===== config.mk =====
export PLATFORM = sky130hd
export DESIGN_NAME = pheap_level_stage
export DESIGN_NICKNAME = d
export VERILOG_FILES = /design/src/rtl/pheap_pkg.sv /design/src/rtl/pheap_node_cmp.sv /design/src/rtl/pheap_level_stage.sv
export SDC_FILE = /design/constraint.sdc
export NUM_CORES = 1
export LEC_CHECK = 0
export CORE_AREA = 2 2 220 222
export DETAILED_ROUTE_END_ITERATION = 8
export DIE_AREA = 0 0 222 224
export PLACE_DENSITY = 0.65
export SLEW_MARGIN = 10
export SYNTH_ARGS = -nofsm -noshare
export SYNTH_HDL_FRONTEND = slang
export SYNTH_HIERARCHICAL = 1
export SYNTH_SLANG_ARGS = --single-unit

===== constraint.sdc =====
create_clock -name clk -period 10.1 [get_ports clk]
set_input_delay 1.01 -clock clk [delete_from_list [all_inputs] [get_ports clk]]
set_output_delay 1.01 -clock clk [all_outputs]
set_load 0.01 [all_outputs]

===== src/rtl/pheap_pkg.sv =====
// Shared definitions for the pipelined heap (pheap): opcodes, EXEC outcome
// classes and the unsigned key-ordering helper used by every level.
package pheap_pkg;

  // Operations travelling down the level chain.
  typedef enum logic [1:0] {
    FREE = 2'd0,
    LEQ  = 2'd1,
    DEQ  = 2'd2
  } opcode_t;

  // Outcome of the single EXEC cycle of a level stage.
  typedef enum logic [1:0] {
    DONE_NOP   = 2'd0,
    DONE_WRITE = 2'd1,
    DONE_PUSH  = 2'd2,
    DONE_ERR   = 2'd3
  } done_t;

  // Widest key the ordering helper handles; narrower keys are zero-extended.
  localparam int KEY_MAX_W = 64;

  // True when key a strictly beats key b: smaller for a min-heap, larger for a
  // max-heap. Equal keys never win, which is what keeps residents on ties.
  function automatic logic better(input logic [KEY_MAX_W-1:0] a,
                                  input logic [KEY_MAX_W-1:0] b,
                                  input logic                 max_mode);
    return max_mode ? (a > b) : (a < b);
  endfunction

endpackage


===== src/rtl/pheap_node_cmp.sv =====
// Combinational winner/loser select between a resident (a) and a challenger
// (b). The challenger only wins on a strictly better key, so ties favour a.
// Used for resident-vs-incoming on LEQ and left-vs-right child on DEQ.
module pheap_node_cmp
  import pheap_pkg::*;
#(
  parameter int KW       = 32,
  parameter int DW       = 32,
  parameter int MAX_MODE = 0
) (
  input  logic [KW-1:0] a_key,
  input  logic [DW-1:0] a_data,
  input  logic [KW-1:0] b_key,
  input  logic [DW-1:0] b_data,
  output logic          b_wins,
  output logic [KW-1:0] win_key,
  output logic [DW-1:0] win_data,
  output logic [KW-1:0] lose_key,
  output logic [DW-1:0] lose_data
);

  // Order the pair; a keeps the win unless b is strictly better.
  always_comb begin
    b_wins = better(KEY_MAX_W'(b_key), KEY_MAX_W'(a_key), (MAX_MODE != 0));
    if (b_wins) begin
      win_key   = b_key;
      win_data  = b_data;
      lose_key  = a_key;
      lose_data = a_data;
    end else begin
      win_key   = a_key;
      win_data  = a_data;
      lose_key  = b_key;
      lose_data = b_data;
    end
  end

endmodule


===== src/rtl/pheap_level_stage.sv =====
// One level of the pipelined heap. Holds 2**LEVEL nodes, executes FREE/LEQ/DEQ
// ops from the parent in a two-state IDLE/EXEC loop, forwards displaced or
// refill ops to the child level through a registered dn_* port, and serves
// combinational child reads to the parent.
// Optional feature: define PHEAP_OCC_EN to add the registered occ output
// (count of active nodes in this level).
module pheap_level_stage
  import pheap_pkg::*;
#(
  parameter  int LEVELS   = 4,
  parameter  int LEVEL    = 0,
  parameter  int KW       = 32,
  parameter  int DW       = 32,
  parameter  int MAX_MODE = 0,
  localparam int IW       = (LEVEL > 0) ? LEVEL : 1,
  localparam int CW       = LEVELS - LEVEL,
  localparam int EW       = 1 + KW + DW + CW,
  localparam int CEW      = EW - 1
) (
  input  logic            clk,
  input  logic            rst_n,
  input  logic            up_valid,
  output logic            up_ready,
  input  opcode_t         up_op,
  input  logic [IW-1:0]   up_idx,
  input  logic [KW-1:0]   up_key,
  input  logic [DW-1:0]   up_data,
  input  logic [IW-1:0]   rd_pidx,
  output logic [EW-1:0]   rd_l,
  output logic [EW-1:0]   rd_r,
  output logic            dn_valid,
  input  logic            dn_ready,
  output opcode_t         dn_op,
  output logic [LEVEL:0]  dn_idx,
  output logic [KW-1:0]   dn_key,
  output logic [DW-1:0]   dn_data,
  output logic [IW-1:0]   dn_rd_pidx,
  input  logic [CEW-1:0]  dn_rd_l,
  input  logic [CEW-1:0]  dn_rd_r,
  output logic            err
`ifdef PHEAP_OCC_EN
  ,
  output logic [LEVEL:0]  occ
`endif
);

  localparam int             NN       = 1 << LEVEL;
  localparam int             DNW      = LEVEL + 1;
  localparam bit             IS_LEAF  = (LEVEL == LEVELS - 1);
  localparam logic [CW-1:0]  CAP_FULL = {CW{1'b1}};
  localparam logic [0:0]     ST_IDLE  = 1'b0;
  localparam logic [0:0]     ST_EXEC  = 1'b1;

  // Node storage: active/cap are control state, key/data are plain datapath.
  logic          active_q [NN];
  logic [CW-1:0] cap_q    [NN];
  logic [KW-1:0] key_q    [NN];
  logic [DW-1:0] data_q   [NN];

  logic [0:0]    state;
  logic          rdy_en_q;
  logic          dn_vld_q;

  // Op latched on acceptance, consumed by EXEC.
  opcode_t       op_p0;
  logic [IW-1:0] idx_p0;
  logic [KW-1:0] key_p0;
  logic [DW-1:0] data_p0;
  logic [IW-1:0] nidx;

  // Resident node under execution.
  logic          cur_act;
  logic [CW-1:0] cur_cap;
  logic [KW-1:0] cur_key;
  logic [DW-1:0] cur_data;

  // Child entries read through dn_rd_pidx.
  logic          cl_act, cr_act, cl_room;
  logic [KW-1:0] cl_key, cr_key;
  logic [DW-1:0] cl_data, cr_data;

  // Comparator results.
  logic          leq_in_wins;
  logic [KW-1:0] leq_win_key, leq_lose_key;
  logic [DW-1:0] leq_win_data, leq_lose_data;
  logic          cr_better;
  logic [KW-1:0] ch_win_key, ch_lose_key_unused;
  logic [DW-1:0] ch_win_data, ch_lose_data_unused;
  logic          pick_r;
  logic [KW-1:0] pick_key;
  logic [DW-1:0] pick_data;

  // EXEC next-state values.
  done_t          done;
  logic           wr_act;
  logic [CW-1:0]  wr_cap;
  logic [KW-1:0]  wr_key;
  logic [DW-1:0]  wr_data;
  opcode_t        push_op;
  logic           push_sel;
  logic [KW-1:0]  push_key;
  logic [DW-1:0]  push_data;
  logic [DNW-1:0] push_idx;

  assign nidx       = (LEVEL == 0) ? '0 : idx_p0;
  assign cur_act    = active_q[nidx];
  assign cur_cap    = cap_q[nidx];
  assign cur_key    = key_q[nidx];
  assign cur_data   = data_q[nidx];

  assign up_ready   = rst_n && rdy_en_q && (state == ST_IDLE) && !dn_vld_q;
  assign dn_valid   = dn_vld_q;
  assign dn_rd_pidx = nidx;

  // Child entry fields: {active, key, data, cap}, cap one bit narrower here.
  assign cl_act  = dn_rd_l[CEW-1];
  assign cl_key  = dn_rd_l[CEW-2 -: KW];
  assign cl_data = dn_rd_l[CEW-2-KW -: DW];
  assign cr_act  = dn_rd_r[CEW-1];
  assign cr_key  = dn_rd_r[CEW-2 -: KW];
  assign cr_data = dn_rd_r[CEW-2-KW -: DW];

  generate
    if (IS_LEAF) begin : g_leaf
      assign cl_room = 1'b0;
    end else begin : g_inner
      logic rdr_cap_unused;
      assign cl_room        = |dn_rd_l[CW-2:0];
      assign rdr_cap_unused = ^dn_rd_r[CW-2:0];
    end
  endgenerate

  // Parent-facing child reads: children 2p and 2p+1, or the root at level 0.
  generate
    if (LEVEL == 0) begin : g_root_rd
      logic rd_in_unused;
      assign rd_in_unused = ^{rd_pidx, up_idx};
      assign rd_l = {active_q[0], key_q[0], data_q[0], cap_q[0]};
      assign rd_r = '0;
    end else begin : g_rd
      logic [IW-1:0] li, ri;
      assign li   = rd_pidx << 1;
      assign ri   = li | IW'(1);
      assign rd_l = {active_q[li], key_q[li], data_q[li], cap_q[li]};
      assign rd_r = {active_q[ri], key_q[ri], data_q[ri], cap_q[ri]};
    end
  endgenerate

  pheap_node_cmp #(.KW(KW), .DW(DW), .MAX_MODE(MAX_MODE)) u_leq_cmp (
    .a_key     (cur_key),
    .a_data    (cur_data),
    .b_key     (key_p0),
    .b_data    (data_p0),
    .b_wins    (leq_in_wins),
    .win_key   (leq_win_key),
    .win_data  (leq_win_data),
    .lose_key  (leq_lose_key),
    .lose_data (leq_lose_data)
  );

  pheap_node_cmp #(.KW(KW), .DW(DW), .MAX_MODE(MAX_MODE)) u_child_cmp (
    .a_key     (cl_key),
    .a_data    (cl_data),
    .b_key     (cr_key),
    .b_data    (cr_data),
    .b_wins    (cr_better),
    .win_key   (ch_win_key),
    .win_data  (ch_win_data),
    .lose_key  (ch_lose_key_unused),
    .lose_data (ch_lose_data_unused)
  );

  // A lone active child is taken as-is; with two, the comparator decides.
  assign pick_r    = (cl_act && cr_act) ? cr_better : cr_act;
  assign pick_key  = (cl_act && cr_act) ? ch_win_key  : (cr_act ? cr_key  : cl_key);
  assign pick_data = (cl_act && cr_act) ? ch_win_data : (cr_act ? cr_data : cl_data);
  assign push_idx  = DNW'({nidx, push_sel});

  // ---- p0 -> EXEC: decide the node update and any op for the child level ----
  // Decode the latched op against the resident node and the child reads.
  always_comb begin
    done      = DONE_NOP;
    wr_act    = cur_act;
    wr_cap    = cur_cap;
    wr_key    = cur_key;
    wr_data   = cur_data;
    push_op   = FREE;
    push_sel  = 1'b0;
    push_key  = '0;
    push_data = '0;
    case (op_p0)
      LEQ: begin
        if (cur_cap == '0) begin
          done = DONE_ERR;
        end else if (!cur_act) begin
          done    = DONE_WRITE;
          wr_act  = 1'b1;
          wr_key  = key_p0;
          wr_data = data_p0;
          wr_cap  = cur_cap - CW'(1);
        end else begin
          done      = DONE_PUSH;
          wr_key    = leq_win_key;
          wr_data   = leq_win_data;
          wr_cap    = cur_cap - CW'(1);
          push_op   = LEQ;
          push_sel  = !cl_room;
          push_key  = leq_lose_key;
          push_data = leq_lose_data;
        end
      end
      DEQ: begin
        if (!cur_act) begin
          done = DONE_ERR;
        end else if (IS_LEAF || (!cl_act && !cr_act)) begin
          done   = DONE_WRITE;
          wr_act = 1'b0;
          wr_cap = cur_cap + CW'(1);
        end else begin
          done     = DONE_PUSH;
          wr_key   = pick_key;
          wr_data  = pick_data;
          wr_cap   = cur_cap + CW'(1);
          push_op  = DEQ;
          push_sel = pick_r;
        end
      end
      default: ;
    endcase
  end

  // Control state: FSM, ready gate, dn valid, err pulse, node active/cap.
  always_ff @(posedge clk) begin
    if (!rst_n) begin
      state    <= ST_IDLE;
      rdy_en_q <= 1'b0;
      dn_vld_q <= 1'b0;
      err      <= 1'b0;
      for (int i = 0; i < NN; i++) begin
        active_q[i] <= 1'b0;
        cap_q[i]    <= CAP_FULL;
      end
    end else begin
      rdy_en_q <= 1'b1;
      err      <= 1'b0;
      if (dn_vld_q && dn_ready) dn_vld_q <= 1'b0;
      case (state)
        ST_IDLE: if (up_valid && up_ready) state <= ST_EXEC;
        ST_EXEC: begin
          state <= ST_IDLE;
          if (done == DONE_ERR) err <= 1'b1;
          if (done == DONE_WRITE || done == DONE_PUSH) begin
            active_q[nidx] <= wr_act;
            cap_q[nidx]    <= wr_cap;
          end
          if (done == DONE_PUSH && !IS_LEAF) dn_vld_q <= 1'b1;
        end
        default: state <= ST_IDLE;
      endcase
    end
  end

  // ---- IDLE -> p0: latch the accepted op; EXEC -> dn: load node and dn data ----
  // Datapath registers; writes are gated by rst_n so a reset mid-op leaves no trace.
  always_ff @(posedge clk) begin
    if (state == ST_IDLE && up_valid && up_ready) begin
      op_p0   <= up_op;
      idx_p0  <= up_idx;
      key_p0  <= up_key;
      data_p0 <= up_data;
    end
    if (rst_n && state == ST_EXEC && (done == DONE_WRITE || done == DONE_PUSH)) begin
      key_q[nidx]  <= wr_key;
      data_q[nidx] <= wr_data;
    end
    if (rst_n && state == ST_EXEC && done == DONE_PUSH) begin
      dn_op   <= push_op;
      dn_idx  <= push_idx;
      dn_key  <= push_key;
      dn_data <= push_data;
    end
  end

`ifdef PHEAP_OCC_EN
  logic occ_inc, occ_dec;
  assign occ_inc = (state == ST_EXEC) && (op_p0 == LEQ) && (done == DONE_WRITE);
  assign occ_dec = (state == ST_EXEC) && (op_p0 == DEQ) && (done == DONE_WRITE);

  // Occupancy: a node fills on LEQ into an empty slot and empties on a final DEQ.
  always_ff @(posedge clk) begin
    if (!rst_n)       occ <= '0;
    else if (occ_inc) occ <= occ + DNW'(1);
    else if (occ_dec) occ <= occ - DNW'(1);
  end
`endif

endmodule


==> results.md <==
- Outcome: finished clean
- Setup TNS: 0 ps
- Vias in the first global route: 10300
- Clock Pin Slew Worst Setup and Hold Paths: about 70 ps
- Final setup violation count: 0
- NumNets Final: roughly 1800
- Maximum clock frequency: about 210 MHz
- Final Wtd Congestion: 0.807
- Post-Syn Instances: ~1200
- Leak: around 0.0076 µW
- Post-synthesis to final-layout area growth: 27.6%
- PD cells: between 100 and 150 nW/µm²
- R2r endpoint: data_q[0][31]$_DFFE_PP_
- Clk root buf: clkbuf_16
- Postcts setup bufs: 0
- Mean cell area of the mapped netlist: 12.4 µm²
- Die Y: 224 µm
- # IOs: between 400 and 500
- Post-route ant nets: 0
- DP HPWL: between 20000 and 30000 µm
- Share of layout cells above drive strength 1: 18.5%
- Iteration-0 DRC count of the detailed router: slightly above 400
- Clk buf depth: 3
- Worst Skew: approximately 17 ps
- Critical path class: in -> reg
- Initial Util: 31.5%
- Worst-Skew Late Latency: ~540 ps
- Worst VDD drop: 0.101 mV
- Area of the multi-input gates: ~7600 µm²
- YS warnings: 6
- Number of vias per cell: between 4 and 5
- R2R cell count: 11
- Maxcap violations: 0
- First-pass GRT wire length: 61800 µm
- Clk sinks: ~200
- Final Util: about two fifths
- Worst Hold Path Cells: 2
- Synthesized cell area: around 15000 µm²
- CTS resizes: 0
- # rows: 80
- Register-to-register setup slack: about 5700 ps
- Hold endpoint: dn_valid$_SDFF_PN0_
- RSZ-0062 raised after global routing: no
- Final Max Slew Viols: 0
- H-tree depth: 1
- Total power: roughly 2200 µW
- Arrival @ worst endpoint: between 5000 and 6000 ps
- Largest net degree at the start of global routing: 71
- Rel. slew slack: around a quarter
- Drt first pass iters: 4
- Die X: about 220 µm
- Crit path max fanout: 39
- Final Hold Viols: 0
- CORE AREA: around 47000 µm²
- DR vias: between 10000 and 15000
- Total grt overflow: 0
- Initial antenna violation count: 0
- Post-layout min period: 4820 ps
- WL per Instance: just under 20 µm
- Total track usage: ~16%
- Hold path start: dn_valid$_SDFF_PN0_
- Filler cell count: about 4500
- PnR worst setup slack: approximately 5300 ps
- CTS tree: built
- Die outline area: between 40000 and 50000 µm²
- Final Cell Area: 19000 µm²
- CTS Hold Buffers Added: 0
- Sequential cell area: roughly 6100 µm²
- # DRC: 0
- Port Buffers: 341
- Hold Crit Class: reg -> reg
- Kind of start point of the critical path: primary input
- Slew @ Worst Pin: ~1100 ps
- FF-to-FF Start: key_q[0][25]$_DFFE_PP_
- Setup Slack @ Placement: 4740 ps
- Num CTS Buffers: 25
- CP endpoint kind: flop
- Tcrit/Tclk final: between 40% and 50%
- WL final: a little over 40000 µm
- Placed cell area: approximately 18000 µm²
- Worst EP required: just over 10000 ps
[critical path, stage by stage]
cell and delay (ps):
clkdlybuf4s50_1 500, inv_1 50, ha_1 280, a2111o_1 440, a311oi_1 250, o211ai_1 220
a31oi_4 200, buf_4 460, buf_4 780, mux2_2 410, mux2i_1 130, a21oi_1 130
o21bai_1 180
[state kept, by name, summed over array words and instances, names as in the netlist, 2 cells and up]
register / cells
cap_q: 4
data_p0: 32
data_q: 32
dn_data: 32
dn_key: 32
dn_op: 2
key_p0: 32
key_q: 32
op_p0: 2
[through the flow]
stage	hold slack, ps	std cells
6_report	494	2142
5_1_grt	520	2140
4_1_cts	497	2140
3_5_place_dp	486	2098
3_3_place_gp	475	2098
2_1_floorplan	494	1275
[routing by layer]
| layer | share of wire (%) | vias up | global-route usage (%) |
|---|---|---|---|
| met5 | 0 | - | 0 |
| met3 | 5.3 | 51 | 2.94 |
| li1 | - | 4918 | - |
| met1 | 44 | 4949 | 20.5 |
| met2 | 49 | 274 | 27.8 |
| met4 | 1.7 | 0 | 3.92 |
[where the power goes]
part / internal, µW / switching, µW / total [µW]
Combinational: 199 / 160 / 359
Clock: 475 / 364 / 839
Sequential: 948 / 8.34 / 957
[worst max path at each step]
stage | startpoint | end | slack, ps | cells past startpoint
after CTS | dn_rd_l[36] | key_q[0][31]$_DFFE_PP_ | 5310 | 13
after global placement | dn_rd_l[36] | key_q[0][31]$_DFFE_PP_ | 4750 | 13
final | dn_rd_l[36] | key_q[0][31]$_DFFE_PP_ | 5280 | 13
after floorplan | dn_rd_l[67] | data_q[0][0]$_DFFE_PP_ | 1080 | 9
after detailed placement | dn_rd_l[36] | key_q[0][31]$_DFFE_PP_ | 4740 | 13
after global routing | dn_rd_l[36] | key_q[0][31]$_DFFE_PP_ | 5070 | 13
[cell type report]
type                    instances  share of cell area [%]
inverters                      68                    1.34
clock inverters                12                   0.434
clock buffers                  30                    3.39
diodes                          2                  0.0263
multi-input cells             855                    40.0
repair buffers                354                    18.4
well taps                     615                    4.05
flip-flops and latches        206                    32.3
[placed cells by master (no fill, tap or decap), types with 4 or more instances in the layout]
cell / count
clkdlybuf4s50_1: 339
edfxtp_1: 202
mux2_4: 138
mux2i_1: 128
a21oi_1: 88
o21ai_0: 75
conb_1: 70
inv_1: 68
ha_1: 67
o21bai_1: 66
mux2_2: 43
and2_4: 41
and2_1: 28
clkbuf_16: 25
nand2_1: 20
buf_4: 15
mux2_1: 11
nand3_1: 10
nand4_1: 7
nor2_1: 5
nand2b_1: 5
clkbuf_1: 5
clkinv_1: 5
clkinv_2: 5
and4_1: 5
nor4_1: 4
a21o_1: 4
dfxtp_1: 4
No activity file was read; power rests on OpenSTA's default activity.
